## src/rtl/mem_pkg.sv

```systemverilog
// Shared packet-buffer memory parameters and arbiter types.
// Imported by the read- and write-side arbiters.
package mem_pkg;

    localparam int unsigned ADDR_W     = 16;
    localparam int unsigned BLOCK_BITS = 64;

    typedef enum logic {
        ARB_IDLE,
        ARB_LOCKED
    } arb_state_e;

endpackage

```

## src/rtl/rr_pick.sv

```systemverilog
// Combinational round-robin first-set search: first asserted req at or after start, wrapping mod N.
// N need not be a power of two.
module rr_pick #(
    parameter int unsigned N = 4
) (
    input  logic [N-1:0]         req,
    input  logic [$clog2(N)-1:0] start,
    output logic                 found,
    output logic [$clog2(N)-1:0] idx
);

    localparam int unsigned IdxW = $clog2(N);
    localparam logic [IdxW-1:0] LastIdx = IdxW'(N - 1);

    logic [IdxW-1:0] cand;

    always_comb begin
        found = 1'b0;
        idx   = '0;
        cand  = start;
        for (int unsigned i = 0; i < N; i++) begin
            if (!found && req[cand]) begin
                found = 1'b1;
                idx   = cand;
            end
            cand = (cand == LastIdx) ? '0 : cand + IdxW'(1);
        end
    end

endmodule

```

## src/rtl/mem_read_arbiter.sv

```systemverilog
// Round-robin arbiter for the shared packet-buffer read port with optional burst lock,
// plus a fixed-latency tag pipeline that steers returned data to the issuing port.
module mem_read_arbiter
    import mem_pkg::*;
#(
    parameter int unsigned N         = 4,
    parameter int unsigned READ_LAT  = 2,
    parameter int unsigned MAX_BURST = 4
) (
    input  logic                       clk,
    input  logic                       rst_n,
    input  logic [N-1:0]               rd_req_i,
    input  logic [N-1:0][ADDR_W-1:0]   rd_addr_i,
    input  logic [N-1:0]               rd_lock_i,
    output logic [N-1:0]               rd_gnt_o,
    output logic [N-1:0]               rd_valid_o,
    output logic [BLOCK_BITS-1:0]      rd_data_o,
    output logic                       mem_re_o,
    output logic [ADDR_W-1:0]          mem_raddr_o,
    input  logic [BLOCK_BITS-1:0]      mem_rdata_i
);

    localparam int unsigned IdxW = $clog2(N);
    localparam int unsigned CntW = $clog2(MAX_BURST + 1);
    localparam logic [IdxW-1:0] LastIdx = IdxW'(N - 1);
    localparam logic [CntW-1:0] MaxCnt  = CntW'(MAX_BURST);
    localparam bit              LockEn  = (MAX_BURST > 1);

    typedef logic [IdxW-1:0] idx_t;

    function automatic idx_t inc_wrap(input idx_t i);
        return (i == LastIdx) ? '0 : i + idx_t'(1);
    endfunction

    arb_state_e      state_q, state_d;
    idx_t            ptr_q, ptr_d;
    idx_t            owner_q, owner_d;
    logic [CntW-1:0] burst_cnt_q, burst_cnt_d;

    logic pick_found;
    idx_t pick_idx;
    logic gnt_valid;
    idx_t gnt_idx;

    rr_pick #(
        .N(N)
    ) u_rr_pick (
        .req   (rd_req_i),
        .start (ptr_q),
        .found (pick_found),
        .idx   (pick_idx)
    );

    // Winner selection; everything is gated off while reset is asserted.
    always_comb begin
        gnt_valid = 1'b0;
        gnt_idx   = pick_idx;
        unique case (state_q)
            ARB_IDLE: begin
                gnt_valid = pick_found;
                gnt_idx   = pick_idx;
            end
            ARB_LOCKED: begin
                gnt_valid = rd_req_i[owner_q];
                gnt_idx   = owner_q;
            end
        endcase
        if (!rst_n) begin
            gnt_valid = 1'b0;
        end
    end

    // State register
    always_ff @(posedge clk) begin
        if (!rst_n) begin
            state_q     <= ARB_IDLE;
            ptr_q       <= '0;
            owner_q     <= '0;
            burst_cnt_q <= '0;
        end else begin
            state_q     <= state_d;
            ptr_q       <= ptr_d;
            owner_q     <= owner_d;
            burst_cnt_q <= burst_cnt_d;
        end
    end

    // Next-state logic
    always_comb begin
        state_d     = state_q;
        ptr_d       = ptr_q;
        owner_d     = owner_q;
        burst_cnt_d = burst_cnt_q;
        unique case (state_q)
            ARB_IDLE: begin
                if (gnt_valid) begin
                    if (LockEn && rd_lock_i[gnt_idx]) begin
                        state_d     = ARB_LOCKED;
                        owner_d     = gnt_idx;
                        burst_cnt_d = CntW'(1);
                    end else begin
                        ptr_d = inc_wrap(gnt_idx);
                    end
                end
            end
            ARB_LOCKED: begin
                // Release on dropped request, dropped lock, or burst cap reached.
                if (!gnt_valid || !rd_lock_i[owner_q] ||
                    (burst_cnt_q + CntW'(1) == MaxCnt)) begin
                    state_d     = ARB_IDLE;
                    ptr_d       = inc_wrap(owner_q);
                    burst_cnt_d = '0;
                end else begin
                    burst_cnt_d = burst_cnt_q + CntW'(1);
                end
            end
        endcase
    end

    // Grant outputs
    always_comb begin
        rd_gnt_o = '0;
        for (int unsigned i = 0; i < N; i++) begin
            rd_gnt_o[i] = gnt_valid && (gnt_idx == idx_t'(i));
        end
        mem_re_o    = gnt_valid;
        mem_raddr_o = gnt_valid ? rd_addr_i[gnt_idx] : '0;
    end

    logic [READ_LAT-1:0] tag_vld_q;
    idx_t                tag_idx_q [READ_LAT];

    always_ff @(posedge clk) begin
        if (!rst_n) begin
            tag_vld_q <= '0;
        end else begin
            tag_vld_q[0] <= mem_re_o;
            for (int unsigned i = 1; i < READ_LAT; i++) begin
                tag_vld_q[i] <= tag_vld_q[i-1];
            end
        end
    end

    always_ff @(posedge clk) begin
        tag_idx_q[0] <= gnt_idx;
        for (int unsigned i = 1; i < READ_LAT; i++) begin
            tag_idx_q[i] <= tag_idx_q[i-1];
        end
    end

    always_comb begin
        rd_valid_o = '0;
        for (int unsigned i = 0; i < N; i++) begin
            rd_valid_o[i] = rst_n && tag_vld_q[READ_LAT-1] &&
                            (tag_idx_q[READ_LAT-1] == idx_t'(i));
        end
    end

    assign rd_data_o = mem_rdata_i;

endmodule
```

## config.mk

```make
export PLATFORM = sky130hd
export DESIGN_NAME = mem_read_arbiter
export DESIGN_NICKNAME = d
export VERILOG_FILES = /design/src/rtl/mem_pkg.sv /design/src/rtl/rr_pick.sv /design/src/rtl/mem_read_arbiter.sv
export SDC_FILE = /design/constraint.sdc
export NUM_CORES = 1
export LEC_CHECK = 0
export BUFFER_PORTS_ARGS = -buffer_cell sky130_fd_sc_hd__buf_2
export CORE_AREA = 2 2 89 91
export CTS_CLUSTER_DIAMETER = 200
export DETAILED_ROUTE_END_ITERATION = 8
export DIE_AREA = 0 0 91 93
export GPL_TIMING_DRIVEN = 0
export PLACE_DENSITY = 0.7
export SYNTH_ARGS = -nofsm -noshare
export SYNTH_HDL_FRONTEND = slang
export SYNTH_SLANG_ARGS = --single-unit
```

## constraint.sdc

```tcl
create_clock -name clk -period 4.4 [get_ports clk]
set_input_delay 0.22 -clock clk [delete_from_list [all_inputs] [get_ports clk]]
set_output_delay 0.22 -clock clk [all_outputs]
set_load 0.005 [all_outputs]
```

# == Word level (Yosys, flattened, before mapping) ==
# Memory sizes are Yosys's and may differ from the RTL's.
# Cells that the tools add are included.
# word_totals
ff_bits,10
mem_bits_rw,4
rom_bits,0
latch_bits,0
out_inout_bits,89
inputBits,138
mem_count,1
word_cells,103
# classes
n_bitwise,1
div_mod_pow,0
n_eq_ne,15
reduce_logical,24
shift,0
n_addsub,6
n_lt_le_gt_ge,6
n_mul,0
muxes,45
# memory_table
memory,depth,word_bits,read_ports,rd_clocked_by_memory_dff,write_ports,line,text
tag_idx_q,2,2,2,0,2,mem_read_arbiter.sv:131,idx_t tag_idx_q [READ_LAT];
# ops
operator,n
$bmux 16 s2,1
$mux 16,2
$mux 2,12
$lt 2x3->1 const B,6
$eq 2x2->1 const B,8
$mux 1,15
$bmux 1 s2,7
$logic_and 1x1->1,12
$add 2x1->2 const B,5
$mux 3,3
$pmux 2 s2,2
$ne 2x2->1 const B,3
$pmux 3 s2,1
$reduce_and 3->1,2
$logic_not 1->1,5
$eq 2x1->1 const B,2
$logic_not 2->1,2
$pmux 1 s2,2
$add 3x1->3 const B,1
$eq 3x3->1 const B,1
$logic_or 1x1->1,2
$ne 2x1->1 const B,1
$reduce_and 2->1,1
$not 1->1,1

# == Logic depth before layout (Yosys ltp) ==
# Gate-level depths: netlist of run 1.
# logic_depth
depth_word,19
ltp_mapped,14
mapped_depth_nobuf,11

# == Modules after synthesis ==
# Synthesis of run 1 repeated with hierarchy kept, for this count alone.
# unflattened
hier_cells,259
hier_area_um2,2346.0
# modules_own_cells
mod,instances,cells_each,seq_area_each_um2,area_per_inst_um2
mem_read_arbiter,1,192,280.3,1881.8
rr_pick,1,67,0.0,464.2

# == Least setup slack after synthesis of run 1 ==
# Ideal clock, no wire load.
# synth_timing
kind,register to register
from,register ptr_q[0]
to,register ptr_q[1]
stages_incl_launch_ff,13
t_arrival_ps,2934
path_slack_ps,1333
path_buffers,2
period_less_slack_ps,3067
setup_time_ps,133
t_required_ps,4267
cell_sequence,dfxtp_1 ha_1 buf_2 mux4_2 o311ai_1 and2_1 a221oi_1 inv_2 buf_1 ha_1 or2_2 o211ai_1 mux2i_1
# synth_via
word_cells_on_any_way,49
classes_between,add/sub (4); eq/ne (7); mux (28); reduce/logical (10)
# synth_rtl
element,line,text
start: declaration,mem_read_arbiter.sv:36,"idx_t ptr_q, ptr_d;"
start signal: assignment,mem_read_arbiter.sv:82,ptr_q <= ptr_d;
"parallel branches: the longest is 11 deep, another holds $add 2x1->2",--,
$mux 2 *,rr_pick.sv:22,if (!found && req[cand]) begin
$pmux 2 s2 *,mem_read_arbiter.sv:58,unique case (state_q)
named net gnt_idx[1],mem_read_arbiter.sv:43,idx_t gnt_idx;
$add 2x1->2 / $eq 2x2->1 (equally long branches),mem_read_arbiter.sv:32,return (i == LastIdx) ? '0 : i + idx_t'(1);
$mux 2,mem_read_arbiter.sv:32,
$mux 2,mem_read_arbiter.sv:97,if (LockEn && rd_lock_i[gnt_idx]) begin
$mux 2,mem_read_arbiter.sv:96,if (gnt_valid) begin
$pmux 2 s2,mem_read_arbiter.sv:94,unique case (state_q)
# Mark *: on every way through the listed nets, which the timed path passes. The select of a mux whose other input is x is not followed.
# A chain may end at the register's enable or synchronous reset.

# == Worst setup path after layout of run 1 ==
# layout_timing
from,register ptr_q[0]
to,output mem_raddr_o[2]
# layout_via
elab_chain_len,16
word_cells_on_any_way,37
classes_between,add/sub (3); eq/ne (3); mux (25); reduce/logical (6)
# layout_rtl
element,line,text
"parallel branches: the longest is 11 deep, another holds $add 2x1->2",--,
$mux 2 *,rr_pick.sv:22,
$pmux 2 s2 *,mem_read_arbiter.sv:58,
named net gnt_idx[1],mem_read_arbiter.sv:43,
$bmux 16 s2 *,mem_read_arbiter.sv:127,mem_raddr_o = gnt_valid ? rd_addr_i[gnt_idx] : '0;
$mux 16 (implied by the code) *,mem_read_arbiter.sv:127,
$mux 16 *,mem_read_arbiter.sv:127,
end: declaration,mem_read_arbiter.sv:19,"output logic [ADDR_W-1:0] mem_raddr_o,"
# Marked as above.

==> results of run 1 <==
## registers in the layout, summed over array words and instances (netlist names)
register     flops
burst_cnt_q      3
ptr_q            2
tag_vld_q        2
tag_idx_q        4
owner_q          2
state_q          1
## layout make-up
class,count,area share (%)
timing repair buffer,161,24.7
multi-input combinational,217,42.1
sequential,14,8.59
buffer,87,18.1
tap,102,3.91
clock buffer,4,1.69
inverter,8,0.920
## cell families (layout without fill, tap and decap cells)
kind of cell,after synthesis,in the layout,synth area share [%]
XOR/XNOR,2,2,0.770
flip-flops,14,14,12.3
AND/OR/NAND/NOR,161,161,36.1
AO/OA/AOI/OAI,35,35,12.0
adder cells (fa/ha/maj),8,8,4.40
multiplexers,11,11,7.04
buffers and inverters,95,260,27.3
## cells in the final DEF (no fill, tap or decap), types with 5 or more instances in the layout
master    count
a21oi_1       7
nand3_1      67
and2_1        6
mux2i_1       7
buf_4        64
o21ai_0       5
nand2b_1      6
inv_1         6
nor2_1        5
nand2_1      44
dfxtp_1      14
clkbuf_1      9
ha_1          8
and3_1       17
buf_2       168
## stage by stage
step / worst slack [ns] / util (%) / cells / power, mW
global placement: 0.944 / 42.6 / 589 / 1.47
global route: 0.580 / 43.4 / 593 / 1.78
finish: 0.806 / 43.4 / 593 / 1.62
detailed placement: 0.909 / 42.6 / 589 / 1.49
floorplan: 1.33 / - / 326 / 1.09
CTS: 0.803 / 43.4 / 593 / 1.62
## layer usage
metal / wire length [µm] / GRT usage (%) / part of all wire [%]
met1: 3120 / 19.6 / 41
met3: 642 / 2.26 / 8.5
met2: 3750 / 28.8 / 49
met4: 74 / 3.79 / 0.98
met5: 0 / 0 / 0
## how the worst min path moves through the flow
stage | to | slack (ns)
floorplan | tag_idx_q[0][2] | 0.31
global placement | tag_idx_q[0][2] | 0.31
detailed placement | tag_idx_q[0][2] | 0.31
CTS | burst_cnt_q[2] | 0.27
global route | burst_cnt_q[1] | 0.28
finish | burst_cnt_q[1] | 0.27
## cells in the mapped netlist (all sizes together) (2+ instances only)
library cell,instances,area (µm²)
a41o,2,20.0
a2111oi,3,32.5
clkbuf,10,38.8
mux2i,8,92.6
nand2b,6,37.5
nand3,67,335
a211o,3,26.3
nand2,44,165
mux4,3,67.6
inv,7,26.3
nor2,5,18.8
and2,6,37.5
ha,8,100
buf,77,553
o21ai,5,25.0
nor3b,2,15.0
nor3,3,15.0
nor2b,2,12.5
o211ai,2,15.0
and3b,2,17.5
a211oi,2,20.0
a21oi,7,35.0
dfxtp,14,280
and3,17,106
## worst max-delay path: stages, from the launching register on
cell      delay (ns)
dfxtp_1         0.32
ha_1            0.27
buf_2           0.16
mux4_2          0.58
o311ai_1        0.40
and2_1          0.18
a221oi_1        0.06
inv_2           0.17
buf_1           0.44
nand3_1         0.18
and3_1          0.23
buf_2           0.13
## power groups by stage
stage / combinational, mW / sequential (mW) / clock (mW)
final: 1.29 / 0.207 / 0.125
after global routing: 1.43 / 0.214 / 0.131
after CTS: 1.29 / 0.207 / 0.125
after detailed placement: 1.28 / 0.210 / 0
after global placement: 1.26 / 0.209 / 0
after floorplan: 0.890 / 0.201 / 0
==> reports/qor.yml, run 1 <==
status: "finished, final reports clean"
antennaDiodeCount: 0
power_frac_seq_pct: 12.8
num_vias: 2871
die_h_um: 93
ys_ff_latch: 14
end_kind: "primary output"
setup_violations: 0
yosysWarnings: 0
fin_crit_sh_pct: 81.7
seq_area_frac_synth_pct: 12.3
drc_errors: 0
cts_tree: "done"
clkPwrFrac_pct: 7.7
placed_cell_area_mm2: 0.00321
drt_iter0_drc: 131
synthToLayoutAreaGrowth_pct: 43.5
cts_hold_buf: 0
setup.worst_path.start_class: "register"
synth_ff_type: "dfxtp_1"
dp_hpwl_um: 6240
drive_gt1_share_pct: 51.1
rsz0062_at_grt: "no"
tns_ns: 0
hold_depth: 2
viasPerCell: 4.84
cts_resized: 0
p_leak_nw: 1.82
grt_pass1_vias: 2455
grt_usage_pct: 15.8
rr_endpoint: "ptr_q[1]"
synth-edff-count: 0
core_area_mm2: 0.00753
pwr-share-comb_pct: 79.5
clock_sinks: 14
antenna_found_initial: 0
numPortBuffers: 161
max_freq_ghz: 0.278
r2r-start: "ptr_q[0]"
whs_ns: 0.270
power_density_mw_per_mm2: 497
fp.dieArea_mm2: 0.00846
gp_congestion: 0.791
grt_pass1_wl_um: 11300
stdcell_area_mm2: 0.00326
synth_area_per_cell_um2: 6.98
syn-num-nets: 472
root_buffer: "clkbuf_8"
wire_per_inst_um: 12.8
clk_pin_slew_ns: 0.06
finalClockSkew_ns: 0.00115
min-delay-start: "rst_n"
cts_made_buffers: 3
critPathCapture: "mem_raddr_o[2]"
multi_input_area_mm2: 0.00137
n_fill_cell: 795
sw_frac_of_total_pct: 50.8
holdCritPathClass: "in2reg"
ir_worst_vdd_mv: 0.445
wirelength_um: 7590
grt_max_degree: 13
initial_core_util_pct: 30.2
final_antenna_net_count: 0
seqCellArea_um2: 280
reg2reg_depth: 12
p_int_uw: 798
cts.path.max_buffers: 2
ctsHtreeMaxLevel: 1
p_sw_uw: 824
row_count: 32
reg2reg_setup_slack_ns: 0.89
netlist_area_mm2: 0.00227
worst-path-max-fanout: 12
worst_slew_pin_slew_ns: 0.590
ys_types: 53
grt_overflow_total: 0
slew_headroom_pct: 60.7
period_minus_slack_ns: 3.59
path_class: "reg2out"
synthCells: 326
dr.pass1.iters: 4
clkLatencyLatePin_ns: 0.25
maxCapViolCount: 0
cts_setup_buffers: 0
async_reset_ff_share_pct: 0
nets: 638
finalHoldViolCount: 0
startpoint: "ptr_q[0]"
cp.required_ns: 4.18
drv_slew: 0
die_x_um: 91
io_pins: 227
cp.arrival_ns: 3.37
Power figures use the tool's default switching activity.
==> run 2, diff against run 1 <==
ABC_AREA = 1   (was default)
CORE_AREA = 2 2 88 90   (was 2 2 89 91)
DIE_AREA = 0 0 90 92   (was 0 0 91 93)
PLACE_DENSITY = 0.72   (was 0.7)
clock period = 3.3 ns   (was 4.4 ns; I/O delays follow)
==> run 2 against run 1 <==
Effect of this change:
- cell count up 2.5%
- hold slack worse by 0.056 ns
- total power increased by 82%
- clock-buffer cell count is the same
- clock skew up 0.0075 ns
- core utilization shrank 1.0 points
- area after synthesis is 5.2% lower
- critical path type unchanged
==> reports/qor.yml, run 2 <==
status: "finished, final reports clean"
use_met1_pct: 16.8  # -2.8 points
seq_area_frac_synth_pct: 13.0  # +0.67 points
pwr-share-comb_pct: 84.8  # +5.3 points
dr.pass1.iters: 4  # unchanged
ys_ff_latch: 14  # unchanged
power_frac_seq_pct: 9.5  # -3.3 points
drive_gt1_share_pct: 52.6  # +1.4 points
cts_hold_buf: 0  # unchanged
cts_setup_buffers: 0  # unchanged
p_leak_nw: 1.83  # +0.36%
p_int_mw: 1.36  # +70%
viasPerCell: 4.50  # -7.0%
top_register: "tag_idx_q"
clock_sinks: 14  # unchanged
path_class: "reg2out"
grt_pass1_vias: 2501  # +1.9%
drt_iter0_drc: 80  # -39%
synth_top_cell_by_area: "buf_4"
period_minus_slack_ns: 2.90
grt_use_met2_pct: 28.2  # -0.57 points
synthToLayoutAreaGrowth_pct: 46.1
nets: 653  # +2.4%
drv_slew: 0  # unchanged
synthMostInstantiatedCell: "buf_4"
io_pins: 227  # unchanged
yosysWarnings: 0  # unchanged
synthCells: 340  # +4.3%
finalClockSkew_ns: 0.00864  # +0.00749 ns
final_antenna_net_count: 0  # unchanged
r2r-start: "ptr_q[1]"
finalHoldViolCount: 0  # unchanged
synthTopCellsByArea: "buf_4 22%, dfxtp_1 13%, nand2_1 8.5%"
met3_usage_pct: 2.96  # +0.70 points
fin_crit_sh_pct: 88.0
whs_ns: 0.214  # -0.0559 ns
end_kind: "primary output"
antennaDiodeCount: 0  # unchanged
dp_hpwl_um: 5890  # -5.6%
setup.worst_path.start_class: "register"
n_fill_cell: 810  # +1.9%
reg_top3: "tag_idx_q: 4 flops, burst_cnt_q: 3 flops"
die_h_um: 92  # -1.1%
max_freq_ghz: 0.344
cts_tree: "done"
synth_area_per_cell_um2: 6.34  # -9.1%
antenna_found_initial: 0  # unchanged
ctsHtreeMaxLevel: 1  # unchanged
netlist_area_mm2: 0.00216  # -5.2%
grt_overflow_total: 0  # unchanged
critPathCapture: "mem_raddr_o[0]"
numPortBuffers: 162  # +0.62%
grt_usage_pct: 15.2  # -0.56 points
rr_endpoint: "ptr_q[1]"
maxCapViolCount: 0  # unchanged
fp.dieArea_mm2: 0.00828  # -2.2%
worst-path-max-fanout: 12  # unchanged
seqCellArea_um2: 280  # unchanged
initial_core_util_pct: 29.0  # -1.3 points
drc_errors: 0  # unchanged
setup_violations: 0  # unchanged
top_usage_layer: "met2"
slew_headroom_pct: 64.9  # +4.2 points
final_cell_mix: "166 x buf_2, 64 x buf_4, 49 x nand2_1"
root_buffer: "clkbuf_8"
multi_input_area_mm2: 0.00120  # -13%
holdCritPathClass: "in2reg"
wire_per_inst_um: 11.2  # -12%
startpoint: "ptr_q[1]"
wirelength_um: 6810  # -10%
cts.path.max_buffers: 2  # unchanged
grt_max_degree: 13  # unchanged
yosys.area.top_type_share_pct: 22.3  # +1.2 points
async_reset_ff_share_pct: 0  # unchanged
syn-num-nets: 486  # +3.0%
synth-edff-count: 0  # unchanged
worst_slew_pin_slew_ns: 0.527  # -0.0627 ns
reg2reg_setup_slack_ns: 0.61  # -0.28 ns
synth_ff_type: "dfxtp_1"
gp_congestion: 0.861  # +8.9%
ir_worst_vdd_mv: 0.780  # +75%
grt_pass1_wl_um: 10600  # -5.9%
cp.required_ns: 3.13  # -1.05 ns
sw_frac_of_total_pct: 53.9  # +3.0 points
layout_commonest_cell: "buf_2"
tns_ns: 0  # unchanged
clkLatencyLatePin_ns: 0.25  # about the same
cts_made_buffers: 3  # unchanged
core_area_mm2: 0.00745  # -1.1%
row_count: 32  # unchanged
ys_top_cells_by_count: "64 x buf_4, 49 x nand2_1, 48 x nor2_1"
num_vias: 2738  # -4.6%
clkPwrFrac_pct: 5.6  # -2.1 points
rsz0062_at_grt: "no"
p_sw_mw: 1.59  # +93%
power_density_mw_per_mm2: 935  # +88%
ys_types: 30  # -43%
cts_resized: 0  # unchanged
cp.arrival_ns: 2.74  # -0.63 ns
largest_register_ffs: 4  # unchanged
clk_pin_slew_ns: 0.06  # about the same
reg2reg_depth: 18  # +6
die_x_um: 90  # -1.1%
==> run 2: changes by cell type in the layout (fill, tap and decap cells not counted), sizes merged, moves of 6 or more <==
cell / change
nand2: +15
mux2i: -8
clkbuf: -8
nor2: +45
nand2b: -6
a21oi: +16
nand3: -49
and2: -6
o21ai: +33
inv: +17
and3: -17
o21bai: +16
==> run 2: logic make-up (layout without fill, tap and decap cells) <==
| kind of cell | after synthesis | after routing | share of synthesized area [%] |
|---|---|---|---|
| adders and majority gates | 8 | 8 | 4.64 |
| and+or+nand+nor | 136 | 136 | 29.9 |
| DFF | 14 | 14 | 13.0 |
| xor gates and xnor gates | 1 | 1 | 0.406 |
| AOI/OAI and AO/OA | 79 | 79 | 20.6 |
| buffers and inverters | 102 | 268 | 31.5 |
==> run 2: power groups by stage <==
| stage | sequential [mW] | combinational (mW) | clock (mW) |
|---|---|---|---|
| final | 0.281 | 2.50 | 0.166 |
| after global routing | 0.289 | 2.82 | 0.176 |
| after CTS | 0.282 | 2.51 | 0.169 |
| after detailed placement | 0.286 | 2.50 | 0 |
| after global placement | 0.279 | 2.48 | 0 |
| after floorplan | 0.272 | 1.82 | 0 |
==> run 2: critical path, stage by stage (launching register included) <==
cell and delay, ns:
dfxtp_1 0.34, ha_1 0.39, inv_2 0.09, o21ai_2 0.07, nand2_1 0.08, nand2_1 0.07, nand2_2 0.08, nor2_1 0.15
nand2_1 0.06, nand2_1 0.08, nand3_1 0.08, nand2_2 0.15, inv_4 0.10, buf_6 0.16, nor2_1 0.11, o21ai_1 0.07
a21oi_1 0.22, buf_2 0.16
==> run 2: routing by layer <==
metal / part of all wire, % / wire length, µm / vias up
li1: - / - / 1377
met1: 37 / 2540 / 1191
met2: 51 / 3470 / 151
met3: 8.6 / 583 / 19
met4: 3.2 / 220 / 0
met5: 0 / 0 / -
==> run 2: worst min-delay path by stage <==
stage	depth (start not counted)	from	end	slack, ns
final	3	rst_n	tag_vld_q[1]	0.21
after global routing	3	rst_n	ptr_q[1]	0.23
after CTS	3	rst_n	tag_vld_q[1]	0.21
after detailed placement	0	tag_idx_q[0][1]	tag_idx_q[0][3]	0.32
after global placement	0	tag_idx_q[0][0]	tag_idx_q[0][2]	0.31
after floorplan	2	rst_n	tag_vld_q[1]	0.26
==> run 2: metrics by stage <==
step | std cells | power, mW | cell area (µm²) | setup slack, ns | util (%)
final | 608 | 2.95 | 3150 | 0.395 | 42.3
after global routing | 608 | 3.29 | 3150 | 0.162 | 42.3
after detailed placement | 604 | 2.79 | 3100 | 0.605 | 41.6
after floorplan | 340 | 2.09 | 2160 | 0.949 | -
after CTS | 608 | 2.96 | 3150 | 0.409 | 42.3
after global placement | 604 | 2.76 | 3100 | 0.610 | 41.6
==> run 2: layout make-up <==
| class | instances | area share (%) |
|---|---|---|
| Clock buffer | 4 | 1.75 |
| Multi-Input combinational cell | 224 | 38.0 |
| Timing Repair Buffer | 162 | 25.7 |
| Inverter | 26 | 3.30 |
| Buffer | 76 | 18.3 |
| Sequential cell | 14 | 8.90 |
| Tap cell | 102 | 4.05 |
